[src/rtl/wave_gen.sv]
// wave_gen: single-voice waveform generator.
// Each rising edge of the upstream oscillator's at_max level advances an
// 8-bit phase. A square, saw, triangle or LFSR-noise sample is derived from
// that phase and is also rendered as a free-running PWM bit stream.
module wave_gen #(
    parameter int         PWM_W     = 8,     // PWM counter width (only 8 is supported)
    parameter logic [7:0] LFSR_SEED = 8'h01  // noise LFSR reset value, must be nonzero
) (
    input  logic       clk,
    input  logic       nRst,
    input  logic       at_max,
    input  logic       enable,
    input  logic [1:0] wave_sel,
    output logic [7:0] sample,
    output logic       sample_valid,
    output logic       pwm_out
);

    localparam logic [0:0] IDLE = 1'b0;
    localparam logic [0:0] RUN  = 1'b1;

    localparam logic [1:0] SEL_SQUARE = 2'd0;
    localparam logic [1:0] SEL_SAW    = 2'd1;
    localparam logic [1:0] SEL_TRI    = 2'd2;

    logic [0:0]       state_q, state_d;
    logic             at_max_q;
    logic [7:0]       phase_q, phase_d;
    logic [1:0]       sel_q, sel_d;
    logic [7:0]       lfsr_q, lfsr_d;
    logic [7:0]       sample_q, sample_d;
    logic             valid_q, valid_d;
    logic [PWM_W-1:0] pwm_cnt_q;
    logic             pwm_q;

    logic       step;
    logic       take_step;
    logic [7:0] phase_inc;
    logic [7:0] lfsr_next;
    logic [7:0] wave_val;

    // Next-state, step detection, waveform selection and sample computation.
    always_comb begin
        // NOTE: every signal written here gets a default first, so no path
        // can leave one unassigned and infer a latch.
        state_d   = enable ? RUN : IDLE;
        step      = at_max & ~at_max_q & (state_q == RUN);
        // A falling enable clears the voice; a step arriving together with it is dropped.
        take_step = step & enable;
        phase_inc = phase_q + 8'd1;
        // x^8+x^6+x^5+x^4+1, shifted left with the feedback entering bit 0.
        lfsr_next = {lfsr_q[6:0], lfsr_q[7] ^ lfsr_q[5] ^ lfsr_q[4] ^ lfsr_q[3]};

        // Waveform changes only while idle or at the wrap, so a period is
        // never rendered half in one shape and half in another.
        sel_d = sel_q;
        if (state_q == IDLE || (take_step && phase_q == 8'hFF)) begin
            sel_d = wave_sel;
        end

        unique case (sel_d)
            SEL_SQUARE: wave_val = phase_inc[7] ? 8'hFF : 8'h00;
            SEL_SAW:    wave_val = phase_inc;
            SEL_TRI:    wave_val = phase_inc[7] ? ~{phase_inc[6:0], 1'b0}
                                                : {phase_inc[6:0], 1'b0};
            default:    wave_val = lfsr_next;
        endcase

        phase_d  = phase_q;
        lfsr_d   = lfsr_q;
        sample_d = sample_q;
        valid_d  = 1'b0;
        if (!enable) begin
            phase_d  = 8'h00;
            sample_d = 8'h00;
        end else if (take_step) begin
            phase_d  = phase_inc;
            lfsr_d   = lfsr_next;
            sample_d = wave_val;
            valid_d  = 1'b1;
        end
    end

    // Voice state: FSM, edge detector, phase, waveform latch, LFSR and sample.
    always_ff @(posedge clk or negedge nRst) begin
        // NOTE: state registers use non-blocking assignments and reset
        // asynchronously, so every register sees the same pre-edge values.
        if (!nRst) begin
            state_q  <= IDLE;
            at_max_q <= 1'b0;
            phase_q  <= 8'h00;
            sel_q    <= 2'd0;
            lfsr_q   <= LFSR_SEED;
            sample_q <= 8'h00;
            valid_q  <= 1'b0;
        end else begin
            state_q  <= state_d;
            at_max_q <= at_max;
            phase_q  <= phase_d;
            sel_q    <= sel_d;
            lfsr_q   <= lfsr_d;
            sample_q <= sample_d;
            valid_q  <= valid_d;
        end
    end

    // Free-running PWM carrier; the output is high while the counter is below the sample.
    always_ff @(posedge clk or negedge nRst) begin
        if (!nRst) begin
            pwm_cnt_q <= '0;
            pwm_q     <= 1'b0;
        end else begin
            pwm_cnt_q <= pwm_cnt_q + PWM_W'(1);
            pwm_q     <= (pwm_cnt_q < sample_q);
        end
    end

    assign sample       = sample_q;
    assign sample_valid = valid_q;
    assign pwm_out      = pwm_q;

endmodule

[config.mk]
export PLATFORM = sky130hd
export DESIGN_NAME = wave_gen
export DESIGN_NICKNAME = d
export VERILOG_FILES = /design/src/rtl/wave_gen.sv
export SDC_FILE = /design/constraint.sdc
export NUM_CORES = 1
export LEC_CHECK = 0
export ABC_AREA = 1
export ABC_CLOCK_PERIOD_IN_PS = 3400
export CAP_MARGIN = 20
export CORE_AREA = 4 4 99 101
export CTS_CLUSTER_SIZE = 12
export DETAILED_ROUTE_END_ITERATION = 10
export DIE_AREA = 0 0 103 105
export DONT_BUFFER_PORTS = 1
export GPL_TIMING_DRIVEN = 0
export RECOVER_POWER = 100
export SLEW_MARGIN = 20
export SYNTH_ARGS = -nofsm -noshare
export SYNTH_HDL_FRONTEND = slang
export SYNTH_SLANG_ARGS = --single-unit
[constraint.sdc]
create_clock -name clk -period 3.4 [get_ports clk]
set_input_delay 0.34 -clock clk [delete_from_list [all_inputs] [get_ports clk]]
set_output_delay 0.34 -clock clk [all_outputs]
set_load 0.1 [all_outputs]
==> results of run 1 <==
-- cells in the mapped netlist, drive strengths merged --
cell     n  area (um2)
nor3     2       10.01
dfrtp   37       925.9
inv     45       168.9
buf      2       22.52
o22ai    4       25.02
clkbuf   4       15.01
nand2   91       351.6
o21bai   1       18.77
a21oi    5       25.02
xor2     9       78.83
dfstp    1       26.28
a22o     1       8.760
nand4    2       27.53
nor2    10       37.54
nand3   32       165.2
ha       9       112.6
o21ai   24       120.1
nand3b   3       22.52
xnor2    2       17.52
-- per-stage QoR --
step	total power, mW	instance area, um2	util [%]	setup slack [ns]
6_report	1.103	2452	27.18	1.024
5_1_grt	1.165	2452	27.18	0.6482
4_1_cts	1.126	2491	27.61	1.399
3_5_place_dp	0.6299	2318	25.70	1.431
3_3_place_gp	0.6270	2318	25.70	1.455
2_1_floorplan	0.6051	2180	-	1.671
-- layout make-up --
cell class | instances | area share [%]
multi-input combinational | 195 | 40.36
sequential | 38 | 38.83
inverter | 45 | 6.888
tap | 111 | 5.663
clock buffer | 6 | 3.367
clock inverter | 2 | 2.449
timing repair buffer | 2 | 1.224
buffer | 6 | 1.224
-- power by group through the flow --
stage	logic, mW	clock network (mW)	registers, mW
2_1_floorplan	0.0807	0	0.524
3_3_place_gp	0.0993	0	0.528
3_5_place_dp	0.101	0	0.529
4_1_cts	0.115	0.491	0.520
5_1_grt	0.127	0.515	0.523
6_report	0.108	0.476	0.519
-- repair_timing --
action | 4_1_cts | 5_1_grt
endpoints found under the hold margin | 38 | 0
endpoints found under the setup margin | 0 | 0
hold buffers | 2 | 0
-- cell families (layout without fill, tap and decap cells) --
family / Yosys count / after routing
adders and majority gates: 9 / 9
buffers and inverters: 51 / 61
DFF: 38 / 38
and+or+nand+nor: 140 / 140
xor gates and xnor gates: 11 / 11
AOI/OAI and AO/OA: 35 / 35
-- worst max-delay path: stages (launching register included) --
cell      delay [ns]
dfrtp_1         0.44
ha_1            0.25
nand2_1         0.11
nor2_1          0.10
nand2_1         0.06
o21bai_1        0.23
nand2_1         0.10
nand2_1         0.21
clkbuf_1        0.38
nand2_1         0.09
nand2_1         0.07
nand3_1         0.07
nand3_1         0.08
nand2_1         0.06
-- cells in the final DEF, fill, tap and decap left out, types with 2 or more instances in the layout --
master and count:
nand3_1 31, nand2_2 2, o22ai_1 4, xor2_1 9
bufinv_16 2, ha_1 9, xnor2_1 2, nor3_1 2
nor2_1 10, dfrtp_1 37, nand3b_1 3, nand4_1 2
o21ai_1 2, inv_1 44, a21oi_1 5, clkbuf_8 6
nand2_1 89, o21ai_0 22, clkbuf_1 5
-- how the worst max path moves through the flow --
stage               start         to  slack, ns
2_1_floorplan   sample[3]    pwm_out       1.67
3_3_place_gp   phase_q[0]  sample[7]       1.46
3_5_place_dp   phase_q[0]  sample[2]       1.43
4_1_cts        phase_q[0]  sample[2]       1.40
5_1_grt        phase_q[0]  sample[7]       0.65
6_report       phase_q[0]  sample[7]       1.02
-- per-layer routing --
metal	vias up	part of all wire [%]	track usage [%]
met5	-	0	0
met4	0	2.1	3.793
met3	9	5.5	2.937
met2	44	48	15.81
met1	830	44	11.60
li1	918	-	-
-- registers in the layout, summed over array words and instances (netlist names) --
signal / flops
lfsr_q: 8
sample_valid: 1
pwm_cnt_q: 8
state_q: 1
sel_q: 2
at_max_q: 1
sample: 8
phase_q: 8
pwm_out: 1
==> results.cfg, run 1 <==
[status]
status = completed

[power]
p_sw_share_pct = 24.83
ir_worst_vdd_uv = 142.9
comb_power_share_pct = 9.8
p_sw_mw = 0.2740
leakage_nw = 1.272
p_seq_share_pct = 47.1
cellPowerDensity_nw_per_um2 = 450.0
p_int_mw = 0.8294
p_clk_share_pct = 43.2

[yosys]
syn_area_um2 = 2180
ys_seq_area_share_pct = 43.69
synthSimpleGateAreaFrac_pct = 28.19
ys_warn_count = 0
synth_top_family_by_area = simple AND/OR/NAND/NOR gates
ys_ff_latch = 38
synthCells = 284
synth-compound-area-share_pct = 9.070
synth.area.mux_share_pct = 0
syn-num-nets = 299
synth_xor_area_share_pct = 4.420
ys_types = 24
syn_area_per_cell_um2 = 7.675
synth_fa_ha_area_share_pct = 5.166

[sta]
hold_violations = 0
tightest_slew_ns = 0.9719
drv_slew = 0
fin_skew_ns = 0.009440
rsz0062_at_grt = false
finalCritPeriodShare_pct = 69.90
fin_setup_tns_ns = 0
fin_crit_ns = 2.376
holdWs_ns = 0.07590
setup_viol = 0
max_freq_mhz = 420.8
slew_headroom_pct = 35.21

[placed_design]
place_inst = 395
routabilityCongestion = 0.8209
port_buffers = 0
hpwl_um = 3602

[cells_and_area]
area_delta_synth_final_pct = 12.51
antenna_cells = 0
fill_cells = 958
drive_above_1_share_pct = 5.102
fin_cells = 405
multi_input_area_um2 = 989.7
finalNetCount = 308
ff_latch_area_um2 = 952.2

[min_path]
min_to = at_max_q
holdPathStages = 0
hp-class = in2reg
min-delay-start = at_max

[global_route]
antenna_found_initial = 0
grtUsageTotal_pct = 9.640
grt_pass1_vias = 1785
grt_overflow = 0
grt_pass1_wl_um = 8245
grt_max_degree = 39

[route]
drc = 0
dr.pass1.iters = 4
final_antenna_net_count = 0
first_iter_violations = 94
routed_via_density = 4.447
wirelength_um = 4761
vias = 1801
wl_per_cell_um = 11.76

[die]
core-area_um2 = 9021
fp.dieArea_um2 = 10820
die_h_um = 105
ios = 16
placementRows = 35
start_util_pct = 24.16
fp.dieW_um = 103

[setup_path]
timing.reg2reg.setup_slack_ns = 1.02
reg2reg_from = phase_q[0]
arrival_ns = 2.56
critPathMaxFanout = 10
endpoint_kind = flip-flop
cp-start-kind = flip-flop
r2r_end = sample[7]
critical_path_required_ns = 3.59
r2r_cells = 13
path_class = reg2reg

[cts]
cts.sinks = 38
clkLatencyLatePin_ns = 0.30
cts_buffers = 5
cts_tree = done
cts-root-buf = clkbuf_8
h-tree-depth = 2
ctsResizeCount = 0
cts_setup_buffers = 0
cts.reportedPaths.clkPinSlew_ns = 0.08
cts_max_path_buffers = 2

[run]
drv_cap = 0
(Power assumes the default switching activity.)
==> inputs of run 2 (changes only) <==
--- a/config.mk
+++ b/config.mk
@@ -6,7 +6,7 @@
 export NUM_CORES = 1
 export LEC_CHECK = 0
 export ABC_AREA = 1
-export ABC_CLOCK_PERIOD_IN_PS = 3400
+export ABC_CLOCK_PERIOD_IN_PS = 2000
 export CAP_MARGIN = 20
 export CORE_AREA = 4 4 99 101
 export CTS_CLUSTER_SIZE = 12
==> constraint.sdc (replaced) <==
create_clock -name clk -period 2 [get_ports clk]
set_input_delay 0.2 -clock clk [delete_from_list [all_inputs] [get_ports clk]]
set_output_delay 0.2 -clock clk [all_outputs]
set_load 0.1 [all_outputs]
==> run 2 against run 1 <==
Combinational power grew 92%. Fmax grew 28%. Sequential cell count is the same. Cell area grew 4.8%. Critical path depth shrank 3. Via count grew 3.4%. Non-clock buffer count grew 6. First-iteration DRC count shrank 1.1%. Worst setup slack lost 0.88 ns. Register-to-register slack lost 0.88 ns. Power grew 73%.
==> results.cfg, run 2 (synthesis results as in run 1) <==
[die]
fp.dieArea_um2 = 10820
ios = 16
die_h_um = 105
core-area_um2 = 9021
fp.dieW_um = 103
start_util_pct = 24.16
placementRows = 35

[setup_path]
path_class = reg2reg
critical_path.top_delay_family = simple AND/OR/NAND/NOR gates
cp-start-kind = flip-flop
endpoint_kind = flip-flop
worstPathCellList = ha_4 > nand3_1 > nor2_1 > nand2_2 > nand3_1 > nand2_1 > nand3_1 > nand2_2 > o21ai_2 > nand2_1
crit_path_frequent_cell = nand3_1
critPathMaxFanout = 6
critical_path_required_ns = 2.18
cpMaxStageDelayCell = dfrtp_1
slowest_delay_ns = 0.42
arrival_ns = 2.04
cp_num_buf_inv = 0

[status]
status = completed

[cts]
cts.sinks = 38
cts-root-buf = clkbuf_8
cts_max_path_buffers = 2
clkLatencyLatePin_ns = 0.30
cts_tree = done
h-tree-depth = 2
cts.reportedPaths.clkPinSlew_ns = 0.08
cts_buffers = 5

[sta]
finalCritPeriodShare_pct = 93.04
hold_violations = 0
tightest_slew_ns = 0.9618
max_freq_mhz = 537.4
fin_crit_ns = 1.861
fin_skew_ns = 0.01079
slew_headroom_pct = 35.88
setup_viol = 0
drv_slew = 0

[cells_and_area]
final_cell_mix = nand2_1 (86), inv_1 (44), dfrtp_1 (32), nand3_1 (31), o21ai_0 (17)
finalNetCount = 314
fin_cells = 411
final_common_cell = nand2_1
final_core_util_pct = 28.49
antenna_cells = 0
area_delta_synth_final_pct = 17.91
drive_above_1_share_pct = 11.67

[route]
vias = 1863
wl_per_cell_um = 11.90
dr.pass1.iters = 4
first_iter_violations = 93
final_antenna_net_count = 0
wirelength_um = 4889
drc = 0
routed_via_density = 4.533

[placed_design]
place_inst = 395
port_buffers = 0
routabilityCongestion = 0.8209
hpwl_um = 3602

[run]
drv_cap = 0

[global_route]
grt_pass1_wl_um = 8266
antenna_found_initial = 0
grt_pass1_vias = 1799
grt_max_degree = 39
grtUsageTotal_pct = 9.653
grt_overflow = 0

[power]
leakage_nw = 1.299
cellPowerDensity_nw_per_um2 = 741.4
ir_worst_vdd_uv = 238.3

[min_path]
hp-class = in2reg
==> run 2: power by group <==
part	total [mW]	internal [mW]	leakage (nW)	switching, mW
logic	0.207	0.0764	0.735	0.131
registers	0.884	0.816	0.492	0.0677
clock network	0.814	0.532	0.0714	0.282
==> run 2: layout make-up <==
cell class / count / area (um2)
buffer: 6 / 41.29
clock buffer: 6 / 82.58
clock inverter: 2 / 60.06
fill: 949 / 6451
inverter: 45 / 168.9
multi-input combinational: 195 / 1055
sequential: 38 / 958.4
tap: 111 / 138.9
timing repair buffer: 8 / 65.06
==> run 2: through the flow <==
stage	worst slack, ns	power, mW	hold slack [ns]	TNS, ns	cell area, um2
5_1_grt	-0.009703	1.999	0.2355	-0.009703	2570
6_report	0.1392	1.905	0.2245	0	2570
3_3_place_gp	0.05519	1.066	-0.09458	0	2318
2_1_floorplan	0.2706	1.029	-0.09559	0	2180
3_5_place_dp	0.03116	1.071	-0.09472	0	2318
4_1_cts	0.04932	1.919	0.2171	0	2519
==> run 2: worst paths after layout <==
| path | depth (start not counted) | endpoint | slack, ns | from |
|---|---|---|---|---|
| min in group asynchronous | 2 | phase_q[5] | 0.57 | nRst |
| max in group asynchronous | 2 | sample[5] | 0.78 | nRst |
| min | 2 | phase_q[3] | 0.22 | enable |
| min reg2reg | 1 | pwm_cnt_q[0] | 0.47 | pwm_cnt_q[0] |
| max | 10 | sample[2] | 0.14 | phase_q[0] |
| max reg2reg | 10 | sample[2] | 0.14 | phase_q[0] |
==> run 2: layer usage <==
metal	vias to the layer above	GRT usage (%)	share of wire (%)
met3	14	2.937	4.0
met2	27	15.49	48
li1	936	-	-
met5	-	0	0
met1	886	11.84	45
met4	0	3.978	2.5
==> run 2: repair_timing <==
item | in CTS | in global routing
buffers inserted | 1 | 3
resized for setup | 0 | 14
endpoints found under the setup margin | 1 | 8
cloned | 0 | 0
hold buffers | 4 | 0
pin swaps | 0 | 1
hold endpoints to repair | 40 | 0
==> run 2: worst reg2reg max path: cells and delay by family, from the launching register on <==
| kind | cells | cell delay, ns |
|---|---|---|
| DFF | 1 | 0.42 |
| adders and majority gates | 1 | 0.18 |
| and+or+nand+nor | 8 | 0.98 |
| AOI/OAI and AO/OA | 1 | 0.18 |
==> inputs of run 3 (changes only) <==
--- a/config.mk
+++ b/config.mk
@@ -8,10 +8,10 @@
 export ABC_AREA = 1
 export ABC_CLOCK_PERIOD_IN_PS = 2000
 export CAP_MARGIN = 20
-export CORE_AREA = 4 4 99 101
-export CTS_CLUSTER_SIZE = 12
+export CORE_AREA = 4 4 95 105
+export CTS_CLUSTER_SIZE = 20
 export DETAILED_ROUTE_END_ITERATION = 10
-export DIE_AREA = 0 0 103 105
+export DIE_AREA = 0 0 99 109
 export DONT_BUFFER_PORTS = 1
 export GPL_TIMING_DRIVEN = 0
 export RECOVER_POWER = 100
==> run 3 against run 2 <==
Clock skew decreased by 0.0020 ns. Worst setup slack improved by 0.0023 ns. Fmax increased by 0.12%. Power decreased by 1.3%. Die area decreased by 0.22%. Critical endpoint is now pwm_out.
==> results.cfg, run 3 (synthesis results as in run 1) <==
[placed_design]
port_buffers = 0
hpwl_um = 3678
placed_area_um2 = 2322
routabilityCongestion = 0.8819

[die]
placementRows = 36
fp.dieArea_um2 = 10790
fp.dieW_um = 99
core-area_um2 = 8874
start_util_pct = 24.56
ios = 16
die_h_um = 109

[setup_path]
arrival_ns = 2.04
critical_path.top_delay_family = flip-flops
worstPathCellList = inv_1 > ha_1 > a21oi_1 > o21ai_0 > a21oi_1
r2r_end = pwm_out
path_class = reg2reg
reg2reg_from = sample[1]
cpMaxStageDelayCell = dfrtp_1
cp_num_buf_inv = 1
critPathMaxFanout = 3
slowest_delay_ns = 0.97
endpoint_kind = flip-flop
critical_path_required_ns = 2.18
crit_path_frequent_cell = a21oi_1
timing.reg2reg.setup_slack_ns = 0.14
cp-start-kind = flip-flop
r2r_cells = 5

[cts]
h-tree-depth = 2
cts_max_path_buffers = 2
cts.reportedPaths.clkPinSlew_ns = 0.08
clkLatencyLatePin_ns = 0.30
cts.sinks = 38
cts_buffers = 5
cts-root-buf = clkbuf_8
cts_tree = done

[sta]
rsz0062_at_grt = false
slew_headroom_pct = 36.37
fin_setup_tns_ns = 0
fin_crit_ns = 1.859
finalCritPeriodShare_pct = 92.93
max_freq_mhz = 538.1
setup_viol = 0
drv_slew = 0
fin_skew_ns = 0.008815
hold_violations = 0
tightest_slew_ns = 0.9545

[cells_and_area]
finalNetCount = 311
ff_latch_area_um2 = 953.4
final_core_util_pct = 28.60
final_common_cell = nand2_1
final_cell_mix = nand2_1 (86), inv_1 (44), dfrtp_1 (36), nand3_1 (31), o21ai_0 (17)
multi_input_area_um2 = 1055
antenna_cells = 0
area_delta_synth_final_pct = 16.42
fill_cells = 921
fin_area_um2 = 2537
drive_above_1_share_pct = 9.428

[global_route]
antenna_found_initial = 0
grt_overflow = 0
grtUsageTotal_pct = 10.04
grt_pass1_vias = 1861
grt_max_degree = 39
grt_pass1_wl_um = 8666

[power]
ir_worst_vdd_uv = 246.0
leakage_nw = 1.285
cellPowerDensity_nw_per_um2 = 740.9

[status]
status = completed

[min_path]
holdPathStages = 2
min-delay-start = enable
hp-class = in2reg
min_to = phase_q[0]

[route]
wirelength_um = 4920
final_antenna_net_count = 0
first_iter_violations = 86
wl_per_cell_um = 11.97
routed_via_density = 4.394
drc = 0
dr.pass1.iters = 4
vias = 1806

[run]
drv_cap = 0
## run 3: worst max-delay path by stage
stage / startpoint / endpoint / depth (start not counted)
CTS: phase_q[0] / sample[7] / 13
detailed placement: phase_q[0] / sample[7] / 13
global route: sample[1] / pwm_out / 5
floorplan: sample[3] / pwm_out / 5
finish: sample[1] / pwm_out / 5
global placement: phase_q[0] / sample[7] / 13
## run 3: power breakdown
part / total [mW] / internal (mW) / leakage, nW / switching (mW)
Clock: 0.797 / 0.500 / 0.0683 / 0.297
Combinational: 0.200 / 0.0713 / 0.718 / 0.128
Sequential: 0.884 / 0.816 / 0.499 / 0.0679
## run 3: worst register-to-register path: stages (launching register included)
cell and delay (ns):
dfrtp_1 0.97, inv_1 0.12, ha_1 0.32, a21oi_1 0.05, o21ai_0 0.19, a21oi_1 0.09
## run 3: timing repair
item,CTS,global route
endpoints found under the setup margin,0,8
hold endpoints to repair,40,0
gates resized for setup,0,9
buffers inserted,0,1
hold buffers,4,0
## run 3: stage by stage
stage	total power, mW	instances	hold slack [ns]	setup slack, ns
finish	1.880	411	0.2176	0.1415
global route	1.972	411	0.2332	0.002001
CTS	1.897	410	0.2112	0.002735
detailed placement	1.070	398	-0.09439	0.03722
global placement	1.066	398	-0.09398	0.04885
floorplan	1.029	284	-0.09559	0.2706
## run 3: cell type report
cell class              count  area share, %
well taps                 114          5.621
repair buffers              5          1.677
flip-flops and latches     38          37.57
clock buffers               5          2.712
clock inverters             3          2.712
plain buffers               6          1.479
multi-input cells         195          41.57
inverters                  45          6.657
## run 3: layer usage
metal / global-route usage (%) / vias to the layer above / share of wire (%)
li1: - / 923 / -
met4: 4.293 / 0 / 1.7
met3: 2.815 / 8 / 4.1
met1: 11.73 / 844 / 45
met5: 0 / - / 0
met2: 17.23 / 31 / 49
